**src/rtl/midi_pkg.sv**
```systemverilog
// Shared MIDI constants, state enums and the message-length helper for the MIDI receiver.
// Optional running-status support in midi_rx_decoder is selected by MIDI_RX_RUNNING_STATUS_EN.
package midi_pkg;

    localparam logic [3:0] NOTE_OFF    = 4'h8;
    localparam logic [3:0] NOTE_ON     = 4'h9;
    localparam logic [3:0] POLY_AT     = 4'hA;
    localparam logic [3:0] CC          = 4'hB;
    localparam logic [3:0] PROG_CHANGE = 4'hC;
    localparam logic [3:0] CHAN_AT     = 4'hD;
    localparam logic [3:0] PITCH_BEND  = 4'hE;

    localparam logic [6:0] CC_VOLUME = 7'd7;

    typedef enum logic [1:0] {
        PS_WAIT,
        PS_DATA1,
        PS_DATA2
    } parser_state_e;

    typedef enum logic [1:0] {
        US_IDLE,
        US_START,
        US_DATA,
        US_STOP
    } uart_state_e;

    // True when a channel voice status with this high nibble carries two data bytes.
    function automatic logic has_two_data(input logic [3:0] nib);
        case (nib)
            NOTE_OFF, NOTE_ON, POLY_AT, CC, PITCH_BEND: return 1'b1;
            PROG_CHANGE, CHAN_AT:                       return 1'b0;
            default:                                    return 1'b0;
        endcase
    endfunction

endpackage

```
**src/rtl/midi_uart_rx.sv**
```systemverilog
// 8N1 UART receiver: synchronizes rx, rejects start glitches, delivers one byte per valid stop bit.
// byte_valid and frame_err are single-cycle strobes on the stop-bit sample cycle.
module midi_uart_rx
    import midi_pkg::*;
#(
    parameter int CLK_HZ = 100_000_000,
    parameter int BAUD   = 31_250
) (
    input  logic       clk,
    input  logic       rst_n,
    input  logic       rx,
    output logic [7:0] byte_o,
    output logic       byte_valid,
    output logic       frame_err
);

    localparam int DIV  = CLK_HZ / BAUD;
    localparam int HALF = DIV / 2;
    localparam int CW   = $clog2(DIV);

    uart_state_e   state_q, state_d;
    logic [1:0]    sync_q;
    logic [1:0]    live_q;
    logic          rx_prev_q;
    logic [CW-1:0] cnt_q;
    logic [2:0]    bit_q;
    logic [7:0]    shift_q;

    logic          rx_s;
    logic          start_edge;
    logic          tick;

    assign rx_s = sync_q[1];
    // rx_prev_q only goes high once the chain holds a real sample, so a line
    // held low through reset release never looks like a start edge.
    assign start_edge = rx_prev_q & ~rx_s;
    assign tick = (cnt_q == ((state_q == US_START) ? CW'(HALF - 1) : CW'(DIV - 1)));

    // NOTE: every flop here uses non-blocking assignment so all state updates see pre-edge values.
    always_ff @(posedge clk or negedge rst_n) begin
        if (!rst_n) begin
            sync_q    <= 2'b11;
            live_q    <= 2'b00;
            rx_prev_q <= 1'b0;
        end else begin
            sync_q    <= {sync_q[0], rx};
            live_q    <= {live_q[0], 1'b1};
            rx_prev_q <= rx_s & live_q[1];
        end
    end

    always_ff @(posedge clk or negedge rst_n) begin
        if (!rst_n) begin
            state_q <= US_IDLE;
        end else begin
            state_q <= state_d;
        end
    end

    always_ff @(posedge clk or negedge rst_n) begin
        if (!rst_n) begin
            cnt_q   <= '0;
            bit_q   <= '0;
            shift_q <= '0;
        end else begin
            if (state_q == US_IDLE || tick) begin
                cnt_q <= '0;
            end else begin
                cnt_q <= cnt_q + 1'b1;
            end
            if (state_q == US_START) begin
                bit_q <= '0;
            end else if (state_q == US_DATA && tick) begin
                shift_q <= {rx_s, shift_q[7:1]};
                bit_q   <= bit_q + 1'b1;
            end
        end
    end

    // NOTE: state_d takes a default first so no path through the case infers a latch.
    always_comb begin
        state_d = state_q;
        case (state_q)
            US_IDLE:  if (start_edge)             state_d = US_START;
            US_START: if (tick)                   state_d = rx_s ? US_IDLE : US_DATA;
            US_DATA:  if (tick && bit_q == 3'd7)  state_d = US_STOP;
            US_STOP:  if (tick)                   state_d = US_IDLE;
            default:                              state_d = US_IDLE;
        endcase
    end

    always_comb begin
        byte_o     = shift_q;
        byte_valid = (state_q == US_STOP) && tick && rx_s;
        frame_err  = (state_q == US_STOP) && tick && !rx_s;
    end

endmodule

```
**src/rtl/midi_rx_decoder.sv**
```systemverilog
// MIDI receiver: UART front end plus a channel-voice parser driving a 10-key bitmap and CC7 volume.
// Define MIDI_RX_RUNNING_STATUS_EN to accept data bytes under a previously stored status.
module midi_rx_decoder
    import midi_pkg::*;
#(
    parameter int CLK_HZ    = 100_000_000,
    parameter int BAUD      = 31_250,
    parameter int BASE_NOTE = 60,
    parameter int CHANNEL   = 0
) (
    input  logic       clk,
    input  logic       rst_n,
    input  logic       rx,
    output logic [9:0] keys,
    output logic [7:0] volume,
    output logic       note_valid,
    output logic       note_on,
    output logic [6:0] note_num,
    output logic [6:0] note_vel,
    output logic       frame_err
);

`ifdef MIDI_RX_RUNNING_STATUS_EN
    localparam parser_state_e DONE_STATE = PS_DATA1;
`else
    localparam parser_state_e DONE_STATE = PS_WAIT;
`endif

    logic [7:0] rx_byte;
    logic       rx_valid;
    logic       rx_ferr;

    midi_uart_rx #(
        .CLK_HZ (CLK_HZ),
        .BAUD   (BAUD)
    ) u_uart (
        .clk        (clk),
        .rst_n      (rst_n),
        .rx         (rx),
        .byte_o     (rx_byte),
        .byte_valid (rx_valid),
        .frame_err  (rx_ferr)
    );

    parser_state_e state_q, state_d;
    logic [7:0]    status_q, status_d;
    logic          rs_valid_q, rs_valid_d;
    logic [6:0]    data1_q, data1_d;
    logic [9:0]    keys_q, keys_d;
    logic [7:0]    volume_q, volume_d;
    logic          note_valid_q, note_valid_d;
    logic          note_on_q, note_on_d;
    logic [6:0]    note_num_q, note_num_d;
    logic [6:0]    note_vel_q, note_vel_d;
    logic          frame_err_q, frame_err_d;

    logic          accept_first;
    logic          complete;
    logic [6:0]    msg_d1;
    logic [6:0]    msg_d2;
    logic          is_on;
    int            key_ofs;

    always_ff @(posedge clk or negedge rst_n) begin
        if (!rst_n) begin
            state_q <= PS_WAIT;
        end else begin
            state_q <= state_d;
        end
    end

    always_ff @(posedge clk or negedge rst_n) begin
        if (!rst_n) begin
            status_q     <= '0;
            rs_valid_q   <= 1'b0;
            data1_q      <= '0;
            keys_q       <= '0;
            volume_q     <= 8'h80;
            note_valid_q <= 1'b0;
            note_on_q    <= 1'b0;
            note_num_q   <= '0;
            note_vel_q   <= '0;
            frame_err_q  <= 1'b0;
        end else begin
            status_q     <= status_d;
            rs_valid_q   <= rs_valid_d;
            data1_q      <= data1_d;
            keys_q       <= keys_d;
            volume_q     <= volume_d;
            note_valid_q <= note_valid_d;
            note_on_q    <= note_on_d;
            note_num_q   <= note_num_d;
            note_vel_q   <= note_vel_d;
            frame_err_q  <= frame_err_d;
        end
    end

    // Byte classification and next parser state.
    always_comb begin
        state_d      = state_q;
        status_d     = status_q;
        rs_valid_d   = rs_valid_q;
        data1_d      = data1_q;
        accept_first = 1'b0;
        complete     = 1'b0;
        msg_d1       = data1_q;
        msg_d2       = rx_byte[6:0];

        if (rx_valid) begin
            if (rx_byte >= 8'hF8) begin
                // realtime: transparent to the parser
            end else if (rx_byte >= 8'hF0) begin
                rs_valid_d = 1'b0;
                state_d    = PS_WAIT;
            end else if (rx_byte[7]) begin
                status_d   = rx_byte;
                rs_valid_d = 1'b1;
                state_d    = PS_DATA1;
            end else begin
                case (state_q)
                    PS_WAIT: begin
`ifdef MIDI_RX_RUNNING_STATUS_EN
                        accept_first = rs_valid_q;
`endif
                    end
                    PS_DATA1: accept_first = rs_valid_q;
                    PS_DATA2: complete     = 1'b1;
                    default:  state_d      = PS_WAIT;
                endcase
            end

            if (accept_first) begin
                if (has_two_data(status_q[7:4])) begin
                    data1_d = rx_byte[6:0];
                    state_d = PS_DATA2;
                end else begin
                    complete = 1'b1;
                    msg_d1   = rx_byte[6:0];
                end
            end

            if (complete) begin
                state_d = DONE_STATE;
            end
        end
    end

    // Message actions on completion of a channel-matched message.
    always_comb begin
        keys_d       = keys_q;
        volume_d     = volume_q;
        note_valid_d = 1'b0;
        note_on_d    = note_on_q;
        note_num_d   = note_num_q;
        note_vel_d   = note_vel_q;
        frame_err_d  = rx_ferr;
        is_on        = (status_q[7:4] == NOTE_ON) && (msg_d2 != 7'd0);
        key_ofs      = int'(msg_d1) - BASE_NOTE;

        if (complete && status_q[3:0] == 4'(CHANNEL)) begin
            case (status_q[7:4])
                NOTE_OFF, NOTE_ON: begin
                    note_valid_d = 1'b1;
                    note_on_d    = is_on;
                    note_num_d   = msg_d1;
                    note_vel_d   = msg_d2;
                    if (key_ofs >= 0 && key_ofs < 10) begin
                        keys_d[key_ofs[3:0]] = is_on;
                    end
                end
                CC: begin
                    if (msg_d1 == CC_VOLUME) begin
                        volume_d = {msg_d2, 1'b0};
                    end
                end
                default: ;
            endcase
        end
    end

    assign keys       = keys_q;
    assign volume     = volume_q;
    assign note_valid = note_valid_q;
    assign note_on    = note_on_q;
    assign note_num   = note_num_q;
    assign note_vel   = note_vel_q;
    assign frame_err  = frame_err_q;

endmodule
```
**config.mk**
```make
export PLATFORM = sky130hd
export DESIGN_NAME = midi_rx_decoder
export DESIGN_NICKNAME = d
export VERILOG_FILES = /design/src/rtl/midi_pkg.sv /design/src/rtl/midi_uart_rx.sv /design/src/rtl/midi_rx_decoder.sv
export SDC_FILE = /design/constraint.sdc
export NUM_CORES = 1
export LEC_CHECK = 0
export CAP_MARGIN = 15
export CORE_ASPECT_RATIO = 0.75
export CORE_UTILIZATION = 57
export CTS_CLUSTER_SIZE = 12
export DETAILED_ROUTE_END_ITERATION = 10
export HOLD_SLACK_MARGIN = 0.1
export PLACE_DENSITY = 0.83
export SETUP_SLACK_MARGIN = 0.2
export SLEW_MARGIN = 40
export SYNTH_ARGS = -nofsm -noshare
export SYNTH_HDL_FRONTEND = slang
export SYNTH_SLANG_ARGS = --single-unit
```
**constraint.sdc**
```tcl
create_clock -name clk -period 3.65 [get_ports clk]
set_input_delay 0.5475 -clock clk [delete_from_list [all_inputs] [get_ports clk]]
set_output_delay 0.5475 -clock clk [all_outputs]
set_load 0.05 [all_outputs]
```
# Yosys cells after proc, flatten, opt, wreduce, memory -nomap -nowiden
# Cells that the tools add are included.
# word_totals
register_bits	82
input_bits	3
output_inout_bits	35
wordCells	121
# classes
add_sub_neg	3
order_cmp	6
n_eq_ne	17
n_mux	43
n_bitwise	6
n_reduce_logical	28
# op_table
cell	n
two-way mux 12 bit	2
two-way mux 2 bit	12
two-way mux 1 bit	21
two-way mux 7 bit	3
equality test 4 bit (second input constant)	5
>= comparator 8 bit (second input constant)	2
adder 12 x 1 -> 12 bit (second input constant)	1
equality test 12 bit	1
AND reduction 3 bit	4
bitwise mux 10 bit	1
logical AND 1 bit	9
>= comparator 8 x 1 -> 1 bit (second input constant)	1
less-than comparator 8 x 5 -> 1 bit (second input constant)	1
case mux 2 bit (4 select lines)	1
AND reduction 4 bit	2
subtractor 7 x 6 -> 8 bit (second input constant)	1
equality test 7 x 3 -> 1 bit (second input constant)	1
nonzero test 7 bit	1
equality test 2 bit (second input constant)	3
two-way mux 3 bit	2
inequality test 2 x 1 -> 1 bit (second input constant)	3
less-than comparator 4 x 5 -> 1 bit (second input constant)	1
OR reduction 5 bit	1
demux 1 bit (select 4 bit)	1
other kinds (15)	23

# Depth between registers and ports, before layout
# Gate-level depths: netlist (run 1).
# depth
depth_word	17
mapped_depth	8
depth_no_buf	7

# Modules after synthesis
# Synthesis (run 1) repeated with hierarchy kept, for this count alone.
# hier_totals
cells_unflattened	344
area_unflattened_um2	4020.1
# by_module_without_submodules
module	instances	cells_per_inst	area_per_inst_um2	seq_area_each_um2
midi_rx_decoder	1	225	2577.5	1302.5
midi_uart_rx	1	119	1442.6	753.2

# Worst setup path after synthesis (run 1)
# Ideal clock, no wire load.
# synth_path
kind	register to register
startpoint	reg u_uart.cnt_q[8]
endpoint	reg note_num_q[0], in the netlist note_num[0]
setup_time_ps	125
t_arrival_ps	2453
path_slack_ps	1073
path_stages_with_launch	8
n_path_buf	1
synth_period_minus_slack_ps	2577
cell_sequence	dfrtp_1 or3b_1 or2_1 or3_1 buf_2 nor2_1 mux2_2 mux2_2
# synth_between
elab_chain_cells	6
word_cells_on_any_way	7
cone_classes	1 x eq/ne; 2 x mux; 4 x reduce/logical
# synth_lines
element	line	rtl
start, declared	midi_uart_rx.sv:25	logic [CW-1:0] cnt_q;
start signal, assigned	midi_uart_rx.sv:69	cnt_q <= cnt_q + 1'b1;
equality test 12 bit *	midi_uart_rx.sv:37	assign tick = (cnt_q == ((state_q == US_START) ? CW'(HALF - 1) : CW'(DIV - 1)));
logical AND 1 bit * (2 in series)	midi_uart_rx.sv:94	byte_valid = (state_q == US_STOP) && tick && rx_s;
two-way mux 1 bit	midi_rx_decoder.sv:109	if (rx_valid) begin
logical AND 1 bit	midi_rx_decoder.sv:160	if (complete && status_q[3:0] == 4'(CHANNEL)) begin
AND reduction 2 bit (no line)	n/a	
end signal, assigned	midi_rx_decoder.sv:92	note_num_q <= note_num_d;
end, declared	midi_rx_decoder.sv:53	logic [6:0] note_num_q, note_num_d;
# Every way passes the cells marked *; elsewhere a longest branch is shown, timed or not.
# A chain may end at the register's enable or synchronous reset.

# Worst setup path after layout (run 1)
# layout_path
startpoint	reg u_uart.cnt_q[0]
endpoint	reg keys_q[8], in the netlist keys[8]
# layout_between
elab_chain_cells	10
word_cells_on_any_way	17
cone_classes	1 x add/sub; 4 x order compare; 1 x eq/ne; 5 x mux; 6 x reduce/logical
# layout_lines
element	line	rtl
equality test 12 bit *	midi_uart_rx.sv:37	
logical AND 1 bit * (2 in series)	midi_uart_rx.sv:94	
two-way mux 7 bit	midi_rx_decoder.sv:109	
subtractor 7 x 6 -> 8 bit	midi_rx_decoder.sv:158	key_ofs = int'(msg_d1) - BASE_NOTE;
less-than comparator 4 x 5 -> 1 bit (implied by the code) or >= comparator 4 x 1 -> 1 bit (tied branches)	midi_rx_decoder.sv:168	keys_d[key_ofs[3:0]] = is_on;
logical AND 1 bit (implied by the code)	midi_rx_decoder.sv:168	
two-way mux 1 bit (implied by the code)	midi_rx_decoder.sv:168	
demux 1 bit (select 4 bit)	midi_rx_decoder.sv:168	
bitwise mux 10 bit	midi_rx_decoder.sv:168	
end signal, assigned	midi_rx_decoder.sv:88	keys_q <= keys_d;
end, declared	midi_rx_decoder.sv:49	logic [9:0] keys_q, keys_d;
# Marked as above.

==> summary.txt, run 1 <==
STA
  – Post-layout minimum cycle time: just under 3000 ps
  – Final Max Tran Viols: 0
  – Peak Freq: 340 MHz
  – RSZ-0062 raised after global routing: false
  – Worst-margin pin slew: approximately 760 ps
  – Relative slew slack: 0.490
  – Tcrit/Tclk final: 0.806
  – Setup TNS: 0 ps
  – Final worst setup slack: a little over 700 ps
  – Endpoints failing setup: 0
  – Final Hold Viols: 0
  – Clock Skews: 11.5 ps

Finish
  – Antenna cells: 0
  – Commonest non-fill, non-tap cell in the layout: dfrtp_1
  – Total Nets Final: 364
  – Commonest cells after routing, fill and taps aside: dfrtp_1, mux2_2, clkdlybuf4s50_1
  – Ratio of cells with drive above 1 in the final layout: 0.226
  – Register area: 2060 sq um
  – Footprint of the multi-input gates: 1680 sq um
  – FILL cells: between 400 and 500
  – Syn-to-layout area delta: 15.8%

Pwr
  – Clock power share: 0.359
  – Peak VDD IR: 0.000337 V
  – Comb pwr share: 0.058
  – Internal Pwr Total: 0.00126 W
  – Pwr dens: about 380 nW/um^2
  – Lkg Pwr: between 2 and 2.5 nW
  – Seq pwr share: 0.583
  – Sw Share: 0.255
  – Switch Pwr: between 0.0004 and 0.0005 W

Global route
  – Grt ovf: 0
  – Largest net degree at the start of global routing: 83
  – Initial antenna violation count: 0
  – Global-route wire length before repair: roughly 13000 um
  – Gr usage total: 0.239
  – Vias in the first global route: 2551

Routing
  – Final wirelength: 7550 um
  – DR pass1 iterations: 4
  – First-iteration detailed-routing DRC count: 288
  – Via Count: 2678
  – DR WL/cell: 17.0 um
  – WL met1: roughly 3700 um
  – DRC Markers: 0
  – Routed wl met3: 582 um
  – Routed wl met2: 3140 um
  – Highest metal used: met4
  – Vias per cell: 6.03
  – Post-route ant nets: 0

Setup path
  – CP Capture Type: flop
  – CP Cell Sequence: ha_1 -> and3_1 -> nand3_1 -> or3_1 -> or3_1 -> a221oi_1 -> mux2_1
  – FF-to-FF setup slack: 710 ps
  – Crit path kind: reg -> reg
  – Worst R2R Start: u_uart.cnt_q[0]
  – Critical Path AT: 3180 ps
  – Crit-path most repeated cell: or3_1
  – WP data required: 3890 ps
  – FF-to-FF End: keys[8]
  – R2R depth: 7
  – Startpoint Class: flop
  – Worst path max stage delay: ~590 ps
  – CP startpoint: u_uart.cnt_q[0]
  – Worst-path fanout max: 11
  – Slowest-stage cell, CP: or3_1
  – Capture point of the critical path: keys[8]

Logic synthesis
  – Yosys top cell by area: dfrtp_1
  – Ranking of synthesized cells by area: dfrtp_1, mux2_2, nor2_1
  – Ys Warns: 0
  – Main synth FF type: dfrtp_1
  – Async SR Flop Fraction: 1.00
  – Mapped Nets: 332
  – #FFs+latches synth: 82
  – Register area share after synthesis: 0.538
  – Syn avg cell area: roughly 12 sq um
  – Synthesized instance count: roughly 330
  – Unique masters post-synth: 50
  – Number of flops mapped to enable cells by yosys: 0
  – Post-synthesis cell area: ~3800 sq um
  – Post-synth top area share: 0.518

Placement
  – GPL Wtd Cong: 0.880
  – Count of input and output buffers: 36
  – Worst slack, placed: 743 ps
  – DP Wirelength: ~5000 um

Die
  – Total core area: about 6400 sq um
  – Row count: 25
  – Die span in x: 96.5 um
  – I/O pin cnt: 38
  – Die height: 72.9 um
  – DIE AREA: 7030 sq um
  – Initial core utilization: 0.598

Job
  – Maxcap violations: 0

Clock network
  – CTS-repair resized insts: 0
  – Clock transition at the registers of the reported paths: 80 ps
  – Postcts setup bufs: 0
  – Worst skew pair latency: 360 ps
  – CTS tree: done
  – Clock Sinks: 82
  – Hold buffers post-CTS: 0
  – Root Buffer Master: clkbuf_8
  – CTS max path bufs: 2
  – H-tree levels: 3
  – CTS buffer count: 9

Hold path
  – Hold WC Path Type: in -> async

Status
  – Run status: complete, no violations
## flip-flops by register name (all words and copies together) (netlist names), 7 cells and up, named ones only
name           count
u_uart.cnt_q      12
keys              10
status_q           8
u_uart.byte_o      8
data1_q            7
note_num           7
note_vel           7
volume             7
## cells by family after synthesis
family / Yosys count / share of synthesized area
other cells: 2 / 0.00197
mux: 58 / 0.170
buf+inv: 21 / 0.0223
xor+xnor: 10 / 0.0229
compound gates: 47 / 0.0888
flops: 82 / 0.538
simple gates: 103 / 0.145
fa+ha+maj: 3 / 0.00983
## area by class of cell
cell class | count | area share
clock inverters | 6 | 0.0113
well taps | 81 | 0.0229
clock buffers | 10 | 0.0311
repair buffers | 39 | 0.0869
multi-input cells | 223 | 0.380
inverters | 3 | 0.00255
flip-flops and latches | 82 | 0.465
## through the flow
stage                     hold slack (ps)  power [W]  utilization  instances  cell area (sq um)
after global placement                332    0.00110        0.662        428               4230
final                                 228    0.00169        0.693        444               4420
after CTS                             247    0.00171        0.692        444               4420
after detailed placement              336    0.00111        0.663        428               4230
after floorplan                       252    0.00107            -        326               3820
after global routing                  283    0.00176        0.693        444               4420
## cells in the mapped netlist (3+ instances only)
master and number:
mux2_1 3, nor3b_1 4, a22o_1 3, nor2_1 27
o22a_1 3, nor2b_1 4, a221oi_1 10, nand4_1 5
dfstp_2 3, mux2_2 53, nand2_1 18, nand3_1 11
a21oi_1 6, clkbuf_1 15, nor3_1 6, o2111ai_1 3
xnor2_1 5, o21ai_0 10, xor2_1 5, or2_2 3
inv_1 3, nand4b_1 3, dfrtp_1 79, and4b_1 4
ha_1 3
## per-layer routing
layer | vias up | GRT usage
met5 | - | 0
met4 | 0 | 0.0850
met3 | 14 | 0.0792
met2 | 109 | 0.322
met1 | 1305 | 0.361
li1 | 1250 | -
## worst min path at each step
stage / start / end / slack, ps / depth (start not counted)
after floorplan: rst_n / asynchronous set/reset pin / 250 / 0
after global placement: u_uart.live_q[0] / u_uart.live_q[1] / 330 / 0
after detailed placement: u_uart.live_q[0] / u_uart.live_q[1] / 340 / 0
after CTS: rst_n / volume[5] / 250 / 1
after global routing: rst_n / volume[5] / 280 / 1
final: rst_n / volume[4] / 230 / 1
## critical path, delay by kind of cell (launching register included)
| kind | cells | cell delay [ps] |
|---|---|---|
| flops | 1 | 390 |
| simple gates | 4 | 1510 |
| fa+ha+maj | 1 | 190 |
| compound gates | 1 | 390 |
| mux | 1 | 360 |
## power by group through the flow
stage	registers (W)	clock network (W)	logic, W
detailed placement	0.00101	0	0.000101
global route	0.000993	0.000659	0.000112
CTS	0.000988	0.000621	0.000101
floorplan	0.000991	0	0.0000760
finish	0.000988	0.000607	0.0000985
global placement	0.00100	0	0.0000952
Power figures use the tool's default switching activity.
==> run 2, diff against run 1 <==
--- a/config.mk
+++ b/config.mk
@@ -7,11 +7,11 @@
 export LEC_CHECK = 0
 export CAP_MARGIN = 15
 export CORE_ASPECT_RATIO = 0.75
-export CORE_UTILIZATION = 57
+export CORE_UTILIZATION = 51
 export CTS_CLUSTER_SIZE = 12
 export DETAILED_ROUTE_END_ITERATION = 10
 export HOLD_SLACK_MARGIN = 0.1
-export PLACE_DENSITY = 0.83
+export PLACE_DENSITY = 0.78
 export SETUP_SLACK_MARGIN = 0.2
 export SLEW_MARGIN = 40
 export SYNTH_ARGS = -nofsm -noshare
==> constraint.sdc (replaced) <==
create_clock -name clk -period 2.6 [get_ports clk]
set_input_delay 0.39 -clock clk [delete_from_list [all_inputs] [get_ports clk]]
set_output_delay 0.39 -clock clk [all_outputs]
set_load 0.05 [all_outputs]
==> run 2 against run 1 <==
  * Core utilization up 2.5 points
  * First-iteration DRC count down 33%
  * Via count up 10%
  * Critical endpoint is now keys[4]
  * Largest cell class unchanged
==> summary.txt, run 2 (synthesis results as in run 1) <==
Global route
  – Gr usage total: 0.245
  – Vias in the first global route: 2856
  – Grt ovf: 0
  – Global-route wire length before repair: 14600 um
  – Initial antenna violation count: 0
  – Largest net degree at the start of global routing: 48

Placement
  – Count of input and output buffers: 36
  – DP Wirelength: slightly below 6000 um
  – Post-place instance area: 4450 sq um
  – Worst slack, placed: 51.5 ps
  – GPL Wtd Cong: 0.810
  – Placed cells: 466

Setup path
  – Worst R2R Start: u_uart.cnt_q[8]
  – Crit-path most repeated cell: or3_4
  – FF-to-FF setup slack: 5 ps
  – CP Cell Sequence: or3b_4 -> or2_4 -> or3_4 -> or3_4 -> a221oi_2 -> mux2_1
  – Startpoint Class: flop
  – Worst path max stage delay: 450 ps
  – WP data required: 2850 ps
  – CP Capture Type: flop
  – Worst-path fanout max: 3
  – Critical Path AT: 2840 ps
  – Crit path kind: reg -> reg
  – R2R depth: 6
  – Slowest-stage cell, CP: or3_4
  – FF-to-FF End: keys[4]

Clock network
  – Clock transition at the registers of the reported paths: 80 ps
  – Worst skew pair latency: roughly 370 ps
  – Clock Sinks: 82
  – Root Buffer Master: clkbuf_8
  – CTS max path bufs: 2
  – H-tree levels: 3
  – CTS buffer count: 9
  – CTS tree: done

STA
  – Peak Freq: 385 MHz
  – RSZ-0062 raised after global routing: true
  – Relative slew slack: 0.570
  – Final worst setup slack: 4.90 ps
  – Final Hold Viols: 0
  – Endpoints failing setup: 0
  – Final Max Tran Viols: 0
  – Post-layout minimum cycle time: 2600 ps
  – Worst-margin pin slew: approximately 640 ps
  – Clock Skews: 14.4 ps
  – Tcrit/Tclk final: 0.998

Pwr
  – Sw Share: 0.255
  – Clock power share: 0.352
  – Internal Pwr Total: between 0.0015 and 0.002 W
  – Switch Pwr: 0.000615 W
  – Peak VDD IR: 0.000385 V
  – Seq pwr share: 0.580
  – Pwr dens: 478 nW/um^2
  – Power, Total: 0.00241 W
  – Comb pwr share: 0.068
  – Lkg Pwr: 2.26 nW

Hold path
  – Hold WC Path Type: reg -> reg
  – Hold_sp: u_uart.sync_q[0]
  – Worst Hold Depth: 0
  – Worst Hold Path EP: u_uart.sync_q[1]

Finish
  – Commonest cells after routing, fill and taps aside: dfrtp_1, mux2_2, buf_4
  – Fin area: a little over 5000 sq um
  – Antenna cells: 0
  – Ratio of cells with drive above 1 in the final layout: 0.388
  – Commonest non-fill, non-tap cell in the layout: dfrtp_1
  – Syn-to-layout area delta: 32.1%
  – Total Nets Final: 404
  – Final non-filler cell total: 500
  – FILL cells: approximately 480
  – Max reg flops: 12
  – Top reg by flops: u_uart.cnt_q

Die
  – Die span in x: 102 um
  – Total core area: 7030 sq um
  – Row count: 26
  – I/O pin cnt: 38
  – DIE AREA: 7840 sq um
  – Die height: 76.9 um
  – Initial core utilization: 0.543

Routing
  – DR pass1 iterations: 4
  – Via Count: 2958
  – Post-route ant nets: 0
  – Vias per cell: 5.92
  – Final wirelength: 9500 um
  – DRC Markers: 0
  – DR WL/cell: 19.0 um
  – First-iteration detailed-routing DRC count: 192

Status
  – Run status: complete, no violations

Job
  – Maxcap violations: 0
==> run 2: cell types whose count changed in the layout (fill, tap and decap cells not counted), sizes merged <==
cell	previous run	this run
buf	4	43
clkinvlp	2	0
clkbuf	10	11
clkinv	3	4
dlygate4sd3	0	1
inv	4	3
==> run 2: how the worst max path moves through the flow <==
stage                    startpoint      end  slack, ps  depth (start not counted)
floorplan           u_uart.cnt_q[7]  keys[4]        190                          6
global placement    u_uart.cnt_q[8]  keys[9]        110                          7
detailed placement  u_uart.cnt_q[8]  keys[9]         50                          7
CTS                 u_uart.cnt_q[7]  keys[0]         70                          6
global route        u_uart.cnt_q[8]  keys[4]        -30                          6
finish              u_uart.cnt_q[8]  keys[4]          5                          6
==> run 2: repair_timing <==
item / CTS / global route
pin swaps: 6 / 13
setup endpoints to repair: 23 / 34
hold buffers: 1 / 0
gates resized for setup: 13 / 39
setup buffers: 7 / 10
endpoints found under the hold margin: 44 / 0
==> run 2: critical path: cells and delay by family, from the launching register on <==
| family | cells | cell delay, ps |
|---|---|---|
| AND/OR/NAND/NOR | 4 | 1450 |
| multiplexers | 1 | 340 |
| AO/OA/AOI/OAI | 1 | 310 |
| flip-flops | 1 | 390 |
==> run 2: layout make-up <==
class                   count  area (sq um)  share of cell area
flip-flops and latches     82          2060               0.408
multi-input cells         223          1970               0.391
clock inverters             4          27.5             0.00546
clock buffers              11           151              0.0300
inverters                   3          11.3             0.00223
well taps                  98           123              0.0243
repair buffers             79           704               0.140
==> run 2: per-stage QoR <==
stage | setup TNS, ps | util | hold slack, ps
floorplan | 0 | - | 94.4
global placement | 0 | 0.633 | 333
detailed placement | 0 | 0.633 | 349
CTS | 0 | 0.676 | 363
global route | -35.2 | 0.718 | 367
finish | 0 | 0.718 | 361
==> run 2: power groups by stage <==
stage               Clock, W  Sequential, W  Combinational, W
finish              0.000849        0.00140          0.000163
global route        0.000914        0.00141          0.000186
CTS                 0.000857        0.00139          0.000159
detailed placement         0        0.00141          0.000156
global placement           0        0.00141          0.000139
floorplan                  0        0.00139          0.000107
==> run 2: metal layers <==
layer	up-vias	wire length (um)	GRT usage	part of all wire
li1	1330	-	-	-
met1	1477	4290	0.354	0.45
met2	125	4390	0.358	0.46
met3	26	638	0.0738	0.067
met4	0	187	0.0714	0.020
met5	-	0	0	0
==> run 3, diff against run 2 <==
--- a/config.mk
+++ b/config.mk
@@ -6,12 +6,16 @@
 export NUM_CORES = 1
 export LEC_CHECK = 0
 export CAP_MARGIN = 15
+export CELL_PAD_IN_SITES_DETAIL_PLACEMENT = 2
+export CELL_PAD_IN_SITES_GLOBAL_PLACEMENT = 2
 export CORE_ASPECT_RATIO = 0.75
-export CORE_UTILIZATION = 51
+export CORE_MARGIN = 1.5
+export CORE_UTILIZATION = 34
 export CTS_CLUSTER_SIZE = 12
 export DETAILED_ROUTE_END_ITERATION = 10
 export HOLD_SLACK_MARGIN = 0.1
-export PLACE_DENSITY = 0.78
+export PLACE_DENSITY = 0.77
+export REMOVE_ABC_BUFFERS = 1
 export SETUP_SLACK_MARGIN = 0.2
 export SLEW_MARGIN = 40
 export SYNTH_ARGS = -nofsm -noshare
==> run 3 against run 2 <==
  * First-iteration DRC count is 9.9% lower
  * Flip-flop and latch count stayed put
  * Clock skew is 6.2 ps lower
  * Sequential share of layout area is 2.3 points lower
  * Setup slack better by 37 ps
  * Largest cell class unchanged
==> summary.txt, run 3 (synthesis results as in run 1) <==
STA
  – Endpoints failing setup: 0
  – Post-layout minimum cycle time: roughly 2600 ps
  – Setup TNS: 0 ps
  – Final Hold Viols: 0
  – Hold slack: ~360 ps
  – Peak Freq: between 300 and 400 MHz
  – Worst-margin pin slew: 719 ps
  – Final Max Tran Viols: 0
  – Tcrit/Tclk final: 0.984
  – Relative slew slack: 0.519
  – Final worst setup slack: 41.6 ps
  – Clock Skews: 8.24 ps
  – RSZ-0062 raised after global routing: true

Clock network
  – CTS max path bufs: 2
  – Clock Sinks: 82
  – CTS buffer count: 9
  – Worst skew pair latency: 340 ps
  – CTS tree: done
  – Clock transition at the registers of the reported paths: 70 ps
  – H-tree levels: 3
  – Root Buffer Master: clkbuf_16

Finish
  – Total Nets Final: between 400 and 500
  – Top reg by flops: u_uart.cnt_q
  – Register area: 2060 sq um
  – Footprint of the multi-input gates: 2010 sq um
  – Commonest non-fill, non-tap cell in the layout: dfrtp_1
  – Final non-filler cell total: 552
  – Max reg flops: 12
  – FILL cells: 1061
  – Antenna cells: 0
  – Commonest cells after routing, fill and taps aside: dfrtp_1, mux2_2, buf_4
  – Syn-to-layout area delta: 40.0%
  – Ratio of cells with drive above 1 in the final layout: 0.413

Global route
  – Vias in the first global route: 3369
  – Grt ovf: 0
  – Largest net degree at the start of global routing: 43
  – Global-route wire length before repair: ~20000 um
  – Gr usage total: 0.220
  – Initial antenna violation count: 0

Routing
  – DRC Markers: 0
  – Post-route ant nets: 0
  – DR pass1 iterations: 4
  – DR WL/cell: 23.5 um
  – Via Count: 3046
  – Final wirelength: 13000 um
  – Vias per cell: 5.52
  – First-iteration detailed-routing DRC count: 173

Placement
  – GPL Wtd Cong: between 0.8 and 0.9
  – Count of input and output buffers: 36
  – Worst slack, placed: -92.0 ps
  – Placed cells: 515
  – DP Wirelength: 7480 um

Job
  – Maxcap violations: 0

Status
  – Run status: complete, no violations

Die
  – I/O pin cnt: 38
  – DIE AREA: between 10000 and 15000 sq um
  – Die height: 94.8 um
  – Initial core utilization: 0.349
  – Total core area: around 11000 sq um
  – Row count: 33
  – Die span in x: approximately 130 um

Setup path
  – Crit path kind: reg -> reg
  – CP Capture Type: flop
  – Worst-path fanout max: 3
  – Startpoint Class: flop
  – WP data required: 2820 ps
  – Critical Path AT: 2780 ps

Pwr
  – Lkg Pwr: 2.40 nW
  – Pwr dens: 534 nW/um^2
  – Power, Total: 0.00286 W
  – Peak VDD IR: 0.000301 V

Hold path
  – Hold WC Path Type: reg -> reg
## run 3: cell count changes in the layout (fill, tap and decap cells not counted), sizes merged
cell and change:
buf +9, clkinvlp +2, clkbuf -1
## run 3: what timing repair did
item                                    in CTS  in global routing
hold endpoints to repair                    39                  0
resized for setup                           49                 29
cloned                                       1                  0
endpoints found under the setup margin      33                 42
setup buffers                               10                  9
pin swaps                                   15                  8
hold buffers                                 1                  0
## run 3: critical path: stages, from the launching register on
cell      delay, ps
dfrtp_1         380
or3b_4          400
or2_4           260
or3_4           350
or3_4           390
a221oi_4        340
mux2_4          330
## run 3: final timing paths
check                              endpoint  slack, ps  depth (start not counted)        startpoint
max                                 keys[8]         40                          6   u_uart.cnt_q[8]
max reg2reg                         keys[8]         40                          6   u_uart.cnt_q[8]
min                        u_uart.live_q[1]        360                          0  u_uart.live_q[0]
max in group asynchronous  u_uart.sync_q[1]       1300                          3             rst_n
min reg2reg                u_uart.live_q[1]        360                          0  u_uart.live_q[0]
min in group asynchronous         volume[1]        600                          2             rst_n
## run 3: routing by layer
layer | routed length (um) | share of wire | track usage | up-vias
met5 | 0 | 0 | 0 | -
met4 | 227 | 0.017 | 0.0729 | 0
met3 | 413 | 0.032 | 0.0476 | 18
met2 | 6550 | 0.50 | 0.378 | 75
met1 | 5790 | 0.45 | 0.279 | 1606
li1 | - | - | - | 1347
## run 3: power by group
part	internal [W]	switching, W
clock	0.000673	0.000546
combinational	0.000113	0.000126
sequential	0.00133	0.0000644
total	0.00212	0.000737
## run 3: per-stage QoR
stage,util,cell area [sq um]
floorplan,-,3740
global placement,0.413,4520
detailed placement,0.414,4530
CTS,0.472,5160
global route,0.489,5350
finish,0.489,5350
## run 3: final cells by class
class,count,area share
sequential,82,0.385
clock inverter,6,0.00796
inverter,3,0.00211
multi-input combinational,223,0.376
tap,140,0.0328
timing repair buffer,88,0.152
clock buffer,10,0.0447
